## src/rtl/mult_ctrl_pkg.sv

```systemverilog
// Shared types and widths for the sequential 16x16 multiplier.
// One 8x8 partial product is folded into the accumulator per MUL state.
package mult_ctrl_pkg;

  localparam int OP_W   = 16;
  localparam int PP_W   = 8;
  localparam int PROD_W = 32;

  typedef enum logic [2:0] {
    IDLE,
    MUL0,
    MUL1,
    MUL2,
    MUL3,
    DONE
  } state_t;

  function automatic logic is_mul(state_t s);
    return (s == MUL0) || (s == MUL1) || (s == MUL2) || (s == MUL3);
  endfunction

  // Cross terms sit one byte up, the high*high term two bytes up.
  function automatic logic [4:0] pp_shift(state_t s);
    logic [4:0] sh;
    case (s)
      MUL1, MUL2: sh = 5'd8;
      MUL3:       sh = 5'd16;
      default:    sh = 5'd0;
    endcase
    return sh;
  endfunction

endpackage

```

## src/rtl/mult16_seq_ctrl_if.sv

```systemverilog
// Operand/product handshake bundle for mult16_seq_ctrl.
// slave = multiplier side, master = the block feeding operands and taking products.
interface mult16_seq_ctrl_if;
  import mult_ctrl_pkg::*;

  logic              in_valid;
  logic              in_ready;
  logic [OP_W-1:0]   a;
  logic [OP_W-1:0]   b;
  logic              out_valid;
  logic              out_ready;
  logic [PROD_W-1:0] product;
  logic              busy;

  modport slave (
    input  in_valid, a, b, out_ready,
    output in_ready, out_valid, product, busy
  );

  modport master (
    output in_valid, a, b, out_ready,
    input  in_ready, out_valid, product, busy
  );

endinterface

```

## src/rtl/mult16_seq_ctrl_pp_mult8.sv

```systemverilog
// Combinational 8x8 -> 16 unsigned multiplier shared by all partial products.
// Zero latency, no state, no handshake.
module pp_mult8
  import mult_ctrl_pkg::*;
(
  input  logic [PP_W-1:0]   x,
  input  logic [PP_W-1:0]   y,
  output logic [2*PP_W-1:0] p
);

  assign p = {{PP_W{1'b0}}, x} * {{PP_W{1'b0}}, y};

endmodule

```

## src/rtl/mult16_seq_ctrl.sv

```systemverilog
// Sequential 16x16 unsigned multiplier: product valid 5 edges after accept (2 when upper bytes are zero and SKIP_ZERO=1).
// One operation in flight; in_ready only in IDLE, DONE holds the product until out_ready.
module mult16_seq_ctrl
  import mult_ctrl_pkg::*;
#(
  parameter bit SKIP_ZERO = 1'b1
)
(
  input  logic            clk,
  input  logic            reset_n,
  mult16_seq_ctrl_if.slave bus
);

  state_t            state_q;
  state_t            state_nxt;
  logic [OP_W-1:0]   a_q;
  logic [OP_W-1:0]   b_q;
  logic [PROD_W-1:0] acc_q;
  logic              out_valid_q;

  logic [PP_W-1:0]   pp_x;
  logic [PP_W-1:0]   pp_y;
  logic [2*PP_W-1:0] pp;
  logic [PROD_W-1:0] pp_aligned;

  logic in_hs;
  logic out_hs;
  logic hi_zero;

  assign in_hs   = bus.in_valid && (state_q == IDLE);
  assign out_hs  = out_valid_q && bus.out_ready;
  assign hi_zero = (a_q[OP_W-1:PP_W] == '0) && (b_q[OP_W-1:PP_W] == '0);

  always_comb begin
    pp_x = '0;
    pp_y = '0;
    case (state_q)
      MUL0: begin
        pp_x = a_q[PP_W-1:0];
        pp_y = b_q[PP_W-1:0];
      end
      MUL1: begin
        pp_x = a_q[OP_W-1:PP_W];
        pp_y = b_q[PP_W-1:0];
      end
      MUL2: begin
        pp_x = a_q[PP_W-1:0];
        pp_y = b_q[OP_W-1:PP_W];
      end
      MUL3: begin
        pp_x = a_q[OP_W-1:PP_W];
        pp_y = b_q[OP_W-1:PP_W];
      end
      default: ;
    endcase
  end

  pp_mult8 u_pp_mult8 (
    .x (pp_x),
    .y (pp_y),
    .p (pp)
  );

  assign pp_aligned = PROD_W'(pp) << pp_shift(state_q);

  always_comb begin
    state_nxt = state_q;
    case (state_q)
      IDLE: if (in_hs) state_nxt = MUL0;
      MUL0: state_nxt = (SKIP_ZERO && hi_zero) ? DONE : MUL1;
      MUL1: state_nxt = MUL2;
      MUL2: state_nxt = MUL3;
      MUL3: state_nxt = DONE;
      DONE: if (out_hs) state_nxt = IDLE;
      default: state_nxt = IDLE;
    endcase
  end

  always_ff @(posedge clk or negedge reset_n) begin
    if (!reset_n) begin
      state_q     <= IDLE;
      a_q         <= '0;
      b_q         <= '0;
      acc_q       <= '0;
      out_valid_q <= 1'b0;
    end else begin
      state_q <= state_nxt;
      if (in_hs) begin
        a_q   <= bus.a;
        b_q   <= bus.b;
        acc_q <= '0;
      end else if (is_mul(state_q)) begin
        acc_q <= acc_q + pp_aligned;
      end
      // out_valid registers one cycle after the accumulator settles in DONE.
      if (out_hs)
        out_valid_q <= 1'b0;
      else if (state_q == DONE)
        out_valid_q <= 1'b1;
    end
  end

  assign bus.in_ready  = (state_q == IDLE);
  assign bus.busy      = (state_q != IDLE);
  assign bus.out_valid = out_valid_q;
  assign bus.product   = acc_q;

endmodule
```

## src/flat_wrapper.sv

```systemverilog
// flat-port wrapper written by rule: the top's interface ports become plain ports
module mult16_seq_ctrl_flat import mult_ctrl_pkg::*;
#(
  parameter bit SKIP_ZERO = 1'b1
)
  (clk, reset_n, bus_in_valid, bus_a, bus_b, bus_out_ready, bus_in_ready, bus_out_valid, bus_product, bus_busy);
  mult16_seq_ctrl_if bus_i ();
  input  logic clk;
  input  logic reset_n;
  input wire logic [$bits(bus_i.in_valid)-1:0] bus_in_valid;
  input wire logic [$bits(bus_i.a)-1:0] bus_a;
  input wire logic [$bits(bus_i.b)-1:0] bus_b;
  input wire logic [$bits(bus_i.out_ready)-1:0] bus_out_ready;
  output wire logic [$bits(bus_i.in_ready)-1:0] bus_in_ready;
  output wire logic [$bits(bus_i.out_valid)-1:0] bus_out_valid;
  output wire logic [$bits(bus_i.product)-1:0] bus_product;
  output wire logic [$bits(bus_i.busy)-1:0] bus_busy;
  assign bus_i.in_valid = bus_in_valid;
  assign bus_i.a = bus_a;
  assign bus_i.b = bus_b;
  assign bus_i.out_ready = bus_out_ready;
  assign bus_in_ready = bus_i.in_ready;
  assign bus_out_valid = bus_i.out_valid;
  assign bus_product = bus_i.product;
  assign bus_busy = bus_i.busy;
  mult16_seq_ctrl #(.SKIP_ZERO(SKIP_ZERO)) u_core (.clk(clk), .reset_n(reset_n), .bus(bus_i));
endmodule
```

## config.mk

```make
export PLATFORM = sky130hd
export DESIGN_NAME = mult16_seq_ctrl_flat
export DESIGN_NICKNAME = d
export VERILOG_FILES = /design/src/rtl/mult_ctrl_pkg.sv /design/src/rtl/mult16_seq_ctrl_if.sv /design/src/rtl/mult16_seq_ctrl_pp_mult8.sv /design/src/rtl/mult16_seq_ctrl.sv /design/src/flat_wrapper.sv
export SDC_FILE = /design/constraint.sdc
export NUM_CORES = 1
export LEC_CHECK = 0
export ABC_CLOCK_PERIOD_IN_PS = 7700
export BUFFER_PORTS_ARGS = -buffer_cell sky130_fd_sc_hd__buf_4
export CAP_MARGIN = 10
export CORE_ASPECT_RATIO = 0.8
export CORE_MARGIN = 4
export CORE_UTILIZATION = 50
export CTS_CLUSTER_DIAMETER = 60
export DETAILED_ROUTE_END_ITERATION = 6
export GPL_ROUTABILITY_DRIVEN = 0
export GPL_TIMING_DRIVEN = 1
export HOLD_SLACK_MARGIN = 0.02
export PLACE_DENSITY = 0.72
export SYNTH_ARGS = -nofsm -noshare
export SYNTH_HDL_FRONTEND = slang
export SYNTH_SLANG_ARGS = --single-unit
export TNS_END_PERCENT = 1
```

## constraint.sdc

```tcl
create_clock -name clk -period 7.7 [get_ports clk]
set_clock_uncertainty 0.15 [all_clocks]
set_input_delay 0.77 -clock clk [delete_from_list [all_inputs] [get_ports clk]]
set_output_delay 0.77 -clock clk [all_outputs]
set_load 0.02 [all_outputs]
```

Yosys cells after proc, flatten, opt, wreduce, memory -nomap -nowiden
Index checks and enable logic that the tools add are counted.
W data, S select, Z words.
- register bits: 68
- bits of input ports: 36
- output and inout bits: 35
- logic and storage cells: 44
- $add $sub $neg: 1
- $mul: 1
- equal/unequal tests: 7
- shift operators: 1
- mux-type cells: 11
- reductions and logical operators: 18
- operator list (kind ; number):
    $mux W32 ; 2
    $add A32 B32 Y32 ; 1
    $pmux W8 S2 ; 2
    $shl A16 B5 Y32 ; 1
    $pmux W3 S6 ; 1
    $logic_not A8 Y1 ; 2
    $mul A8 B8 Y16 ; 1
    $pmux W5 S2 ; 1
    $reduce_or A2 Y1 ; 5
    $mux W3 ; 3
    $eq A3 B2 Y1 const B ; 2
    $eq A3 B3 Y1 const B ; 2
    $ne A2 B1 Y1 const B ; 2
    $reduce_bool A2 Y1 ; 2
    $eq A3 B1 Y1 const B ; 1
    $logic_and A1 B1 Y1 ; 3
    $logic_not A3 Y1 ; 1
    $logic_or A1 B1 Y1 ; 3
    $reduce_bool A3 Y1 ; 1
    $mux W1 ; 2
    $reduce_and A2 Y1 ; 1

Logic depth before layout (Yosys ltp)
- depth in word-level cells: 8
- depth in mapped cells: 34
- gate-level depth less buffers: 33

Hierarchy
Synthesis repeated with hierarchy kept, for this count alone.
- cell total of the unflattened synthesis: 814
- area, all modules: 7099.3 µm²
- modules (own cells, without submodules) (module ; instances ; cells each ; area each (µm²)):
    mult16_seq_ctrl ; 1 ; 571 ; 4973.5
    pp_mult8 ; 1 ; 243 ; 2125.8

Least setup slack after synthesis
Ideal clock, no wire load.
- path kind: register to register
- start point: register u_core.state_q[1]
- end point: register u_core.acc_q[29], in the netlist u_core.bus.product[29]
- data arrival time: 7.265 ns
- required time: 7.426 ns
- slack: 0.161 ns
- cell stages (with the launch flop): 31
- buffers on the path: 1
- period minus slack after synthesis: 7.539 ns
- cells stage by stage: dfrtp_1 nor2b_1 or2_2 a22oi_1 nor2_1 a21oi_1 nor2_1 fa_1 fa_1 fa_1 inv_1 fa_1 inv_1 ha_1 or2_2 a21boi_0 a211oi_1 nor3_1 or3_1 and3_1 ha_1 clkbuf_1 and3_1 a21o_1 o211ai_1 a211oi_1 a211o_1 a41o_1 o21ai_1 a21oi_1 a211o_1
- longest elaborated chain between the ends: 8
- ends and longest elaborated chain (item ; line ; RTL):
    from (decl) ; mult16_seq_ctrl.sv:14 ; state_t state_q;
    from (signal assigned) ; mult16_seq_ctrl.sv:87 ; state_q <= state_nxt;
    $eq A3 B3 Y1 (tied with other cells) ; mult_ctrl_pkg.sv:19, mult_ctrl_pkg.sv:25, mult16_seq_ctrl.sv:37 ;
    $reduce_or A2 Y1 (no line) ; - ;
    $pmux W8 S2 ; mult16_seq_ctrl.sv:37 ; case (state_q)
    $mul A8 B8 Y16 ; mult16_seq_ctrl_pp_mult8.sv:11 ; assign p = {{PP_W{1'b0}}, x} * {{PP_W{1'b0}}, y};
    $shl A16 B5 Y32 ; mult16_seq_ctrl.sv:64 ; assign pp_aligned = PROD_W'(pp) << pp_shift(state_q);
    $add A32 B32 Y32 ; mult16_seq_ctrl.sv:93 ; acc_q <= acc_q + pp_aligned;
    $mux W32 ; mult16_seq_ctrl.sv:92 ; end else if (is_mul(state_q)) begin
    $mux W32 ; mult16_seq_ctrl.sv:88 ; if (in_hs) begin
    to (signal assigned) ; mult16_seq_ctrl.sv:93 ;
    to (decl) ; mult16_seq_ctrl.sv:18 ; logic [PROD_W-1:0] acc_q;
Several ways; a longest one is shown, not always the timed one. The select of a mux whose other input is x is not followed.
A chain may end at the register's enable or synchronous reset.

Final worst setup path
- start point: register u_core.state_q[0]
- end point: register u_core.acc_q[30], in the netlist u_core.bus.product[30]
The elaborated chain is that of the path after synthesis.

==> impl_metrics.yaml <==
route:
  vias_per_cell: 5.89
  routed_wl_mm: 20.4
  dr.pass1.iters: 6
  via_count: 6384
  antenna_left: 0
  drc: 0
  drt_iter0_markers: 622
  wl_per_cell_um: 18.8
sta:
  fin_crit_sh: 0.986
  fmax_ghz: 0.132
  relSlewSlack: 0.413
  finalWorstPathRequiredPeriod_ps: 7590
  slew_viol_final: 0
  max_slew.worst_pin.slew_ps: 881
  setup_viol: 0
  hold_viol_final: 0
clock_network:
  h-tree-depth: 3
  root_buffer: "clkbuf_16"
  clk_latency_ps: 350
  cts_tree: "done"
  cts.path.max_buffers: 2
  cts_sinks: 68
  cts.clk_slew.worst_paths_ps: 60
  cts_buffers: 9
grt:
  grt_max_degree: 69
  overflow: 0
  grt_pass1_vias: 6116
  grt_antenna_before_repair: 1
  grt_pass1_wl_mm: 30.7
  grt_use_total: 0.250
worst_hold_path:
  hp-class: "reg2reg"
  holdPathStages: 1
synthesis:
  yosys_register_bits: 68
  synth_edf_count: 0
  yosys_warnings: 0
  synth.avg_cell_area_um2: 9.14
  seq_area_frac_synth: 0.255
  synth_most_common_cell: "nor2_1"
  synthArstFlopShare: 1.00
  ys_dominant_reg_cell: "dfrtp_1"
  syn_inst: 731
  syn_nets: 871
  yosys-top-cells-area: "dfrtp_1 25%, ha_1 13%, fa_1 11%"
  ys_types: 53
  netlist_area_um2: 6680
  synth_top_area_frac: 0.255
  synth_top_area_cell: "dfrtp_1"
  synth_common_cells: "95 x nor2_1, 68 x dfrtp_1, 67 x ha_1"
setup_path:
  worstPathMaxFanout: 5
  arrival_ps: 7680
  critical_path.endpoint_type: "register"
  critPathLaunchType: "register"
  crit_slowest_cell: "fa_1"
  required_ps: 7790
  crit_type: "reg2reg"
  slowest_delay_ps: 540
  cp_common_cell: "fa_1"
  ff2ff_setup_slack_ps: 110
  ff2ff_path_depth: 31
cells_and_area:
  final_nets: 1044
  area_growth_pct: 34.3
  nFillCells: 936
  num_antenna_cells: 0
  fin_cells: 1084
  layout-drive-gt1-share: 0.371
place:
  dp_hpwl_mm: 14.5
  port_buffers: 70
  dp.cells: 1044
outcome:
  status: "finished, final reports clean"
die:
  core_um2: 13000
  pin_count: 71
  chipWidth_um: 137
  rows: 37
  die_h_um: 111
  dieArea_um2: 15300
  start_util: 0.516
job:
  maxCapViolCount: 0
-- routing by layer --
layer	track usage	part of all wire	vias up	wire length (um)
li1	-	-	2938	-
met1	0.375	0.44	3127	9020
met2	0.366	0.47	273	9510
met3	0.0596	0.072	44	1470
met4	0.0565	0.018	2	359
met5	0	0.00064	-	13
-- cells in the final DEF, fill, tap and decap left out, types with 6 or more instances in the layout --
cell type  Yosys  layout
buf_4          0     182
nor2_1        95      90
dfrtp_1       68      65
ha_1          67      61
inv_1         56      49
a21oi_1       46      36
fa_1          37      36
mux2_2        35      34
a22o_1        33      33
nand2_1       29      28
o21ai_0       29      24
xnor2_1       26      21
or2_2         15      12
and3_1        12      12
a21o_1        11      11
xor2_1        11      10
a21oi_2        1       9
a22oi_2        0       9
or3_1          9       9
clkbuf_16      0       9
nand3_1        8       8
a22oi_1       16       7
inv_2          0       7
nor3_1         9       6
nor2b_1       11       6
o211ai_1       6       6
a211oi_1      11       6
o21a_1         6       6
ha_4           0       6
buf_6          0       6
-- path summary, 6_finish.rpt --
path,startpoint,to
max in group asynchronous,reset_n,u_core.state_q[2]
min,u_core.a_q[7],u_core.a_q[7]
max,u_core.state_q[0],u_core.bus.product[30]
max reg2reg,u_core.state_q[0],u_core.bus.product[30]
min reg2reg,u_core.a_q[7],u_core.a_q[7]
min in group asynchronous,reset_n,u_core.bus.product[10]
-- cell type report --
type                    instances  area, um2  share of cell area
multi-input cells             581       5080               0.566
clock buffers                  10        239              0.0266
clock inverters                 6       87.6             0.00975
flip-flops and latches         68       1710               0.190
repair buffers                188       1430               0.160
well taps                     175        219              0.0244
inverters                      56        210              0.0234
-- what timing repair did --
action / 4_1_cts / 5_1_grt
setup buffers: 2 / 23
gates resized for setup: 13 / 87
endpoints found under the setup margin: 7 / 17
hold buffers: 0 / 0
pin swaps: 6 / 53
-- critical path: cells and delay by family (launching register included) --
| family | cells | cell delay [ps] |
|---|---|---|
| muxes | 1 | 160 |
| AOI/OAI and AO/OA | 11 | 2240 |
| adders and majority gates | 6 | 2470 |
| DFF | 1 | 460 |
| and+or+nand+nor | 8 | 1420 |
| xor gates and xnor gates | 1 | 100 |
| buffers and inverters | 4 | 460 |
-- logic make-up after synthesis --
logic type	synth area share
fa+ha+maj	0.236
simple gates	0.153
compound gates	0.194
buf+inv	0.0464
flops	0.255
xor+xnor	0.0485
mux	0.0680
-- per-stage QoR --
| step | instance area [um2] | TNS (ps) | hold slack, ps | util | worst slack [ps] |
|---|---|---|---|---|---|
| 2_1_floorplan | 6680 | 0 | 324 | - | 161 |
| 3_3_place_gp | 8040 | 0 | 350 | 0.621 | 95.8 |
| 6_report | 8980 | 0 | 375 | 0.693 | 110 |
| 5_1_grt | 8980 | -751 | 394 | 0.693 | -175 |
| 3_5_place_dp | 8040 | -374 | 355 | 0.621 | -104 |
| 4_1_cts | 8430 | -1.41 | 369 | 0.650 | -1.41 |
-- registers in the layout, indices dropped and copies added, names as in the netlist --
signal and cells:
u_core.bus.product 32, u_core.a_q 16, u_core.b_q 16, u_core.state_q 3, u_core.bus.out_valid 1
Power is left out: the tool's default activity adds up to more than one toggle a clock period on the data nets, which glitch-free logic cannot reach.
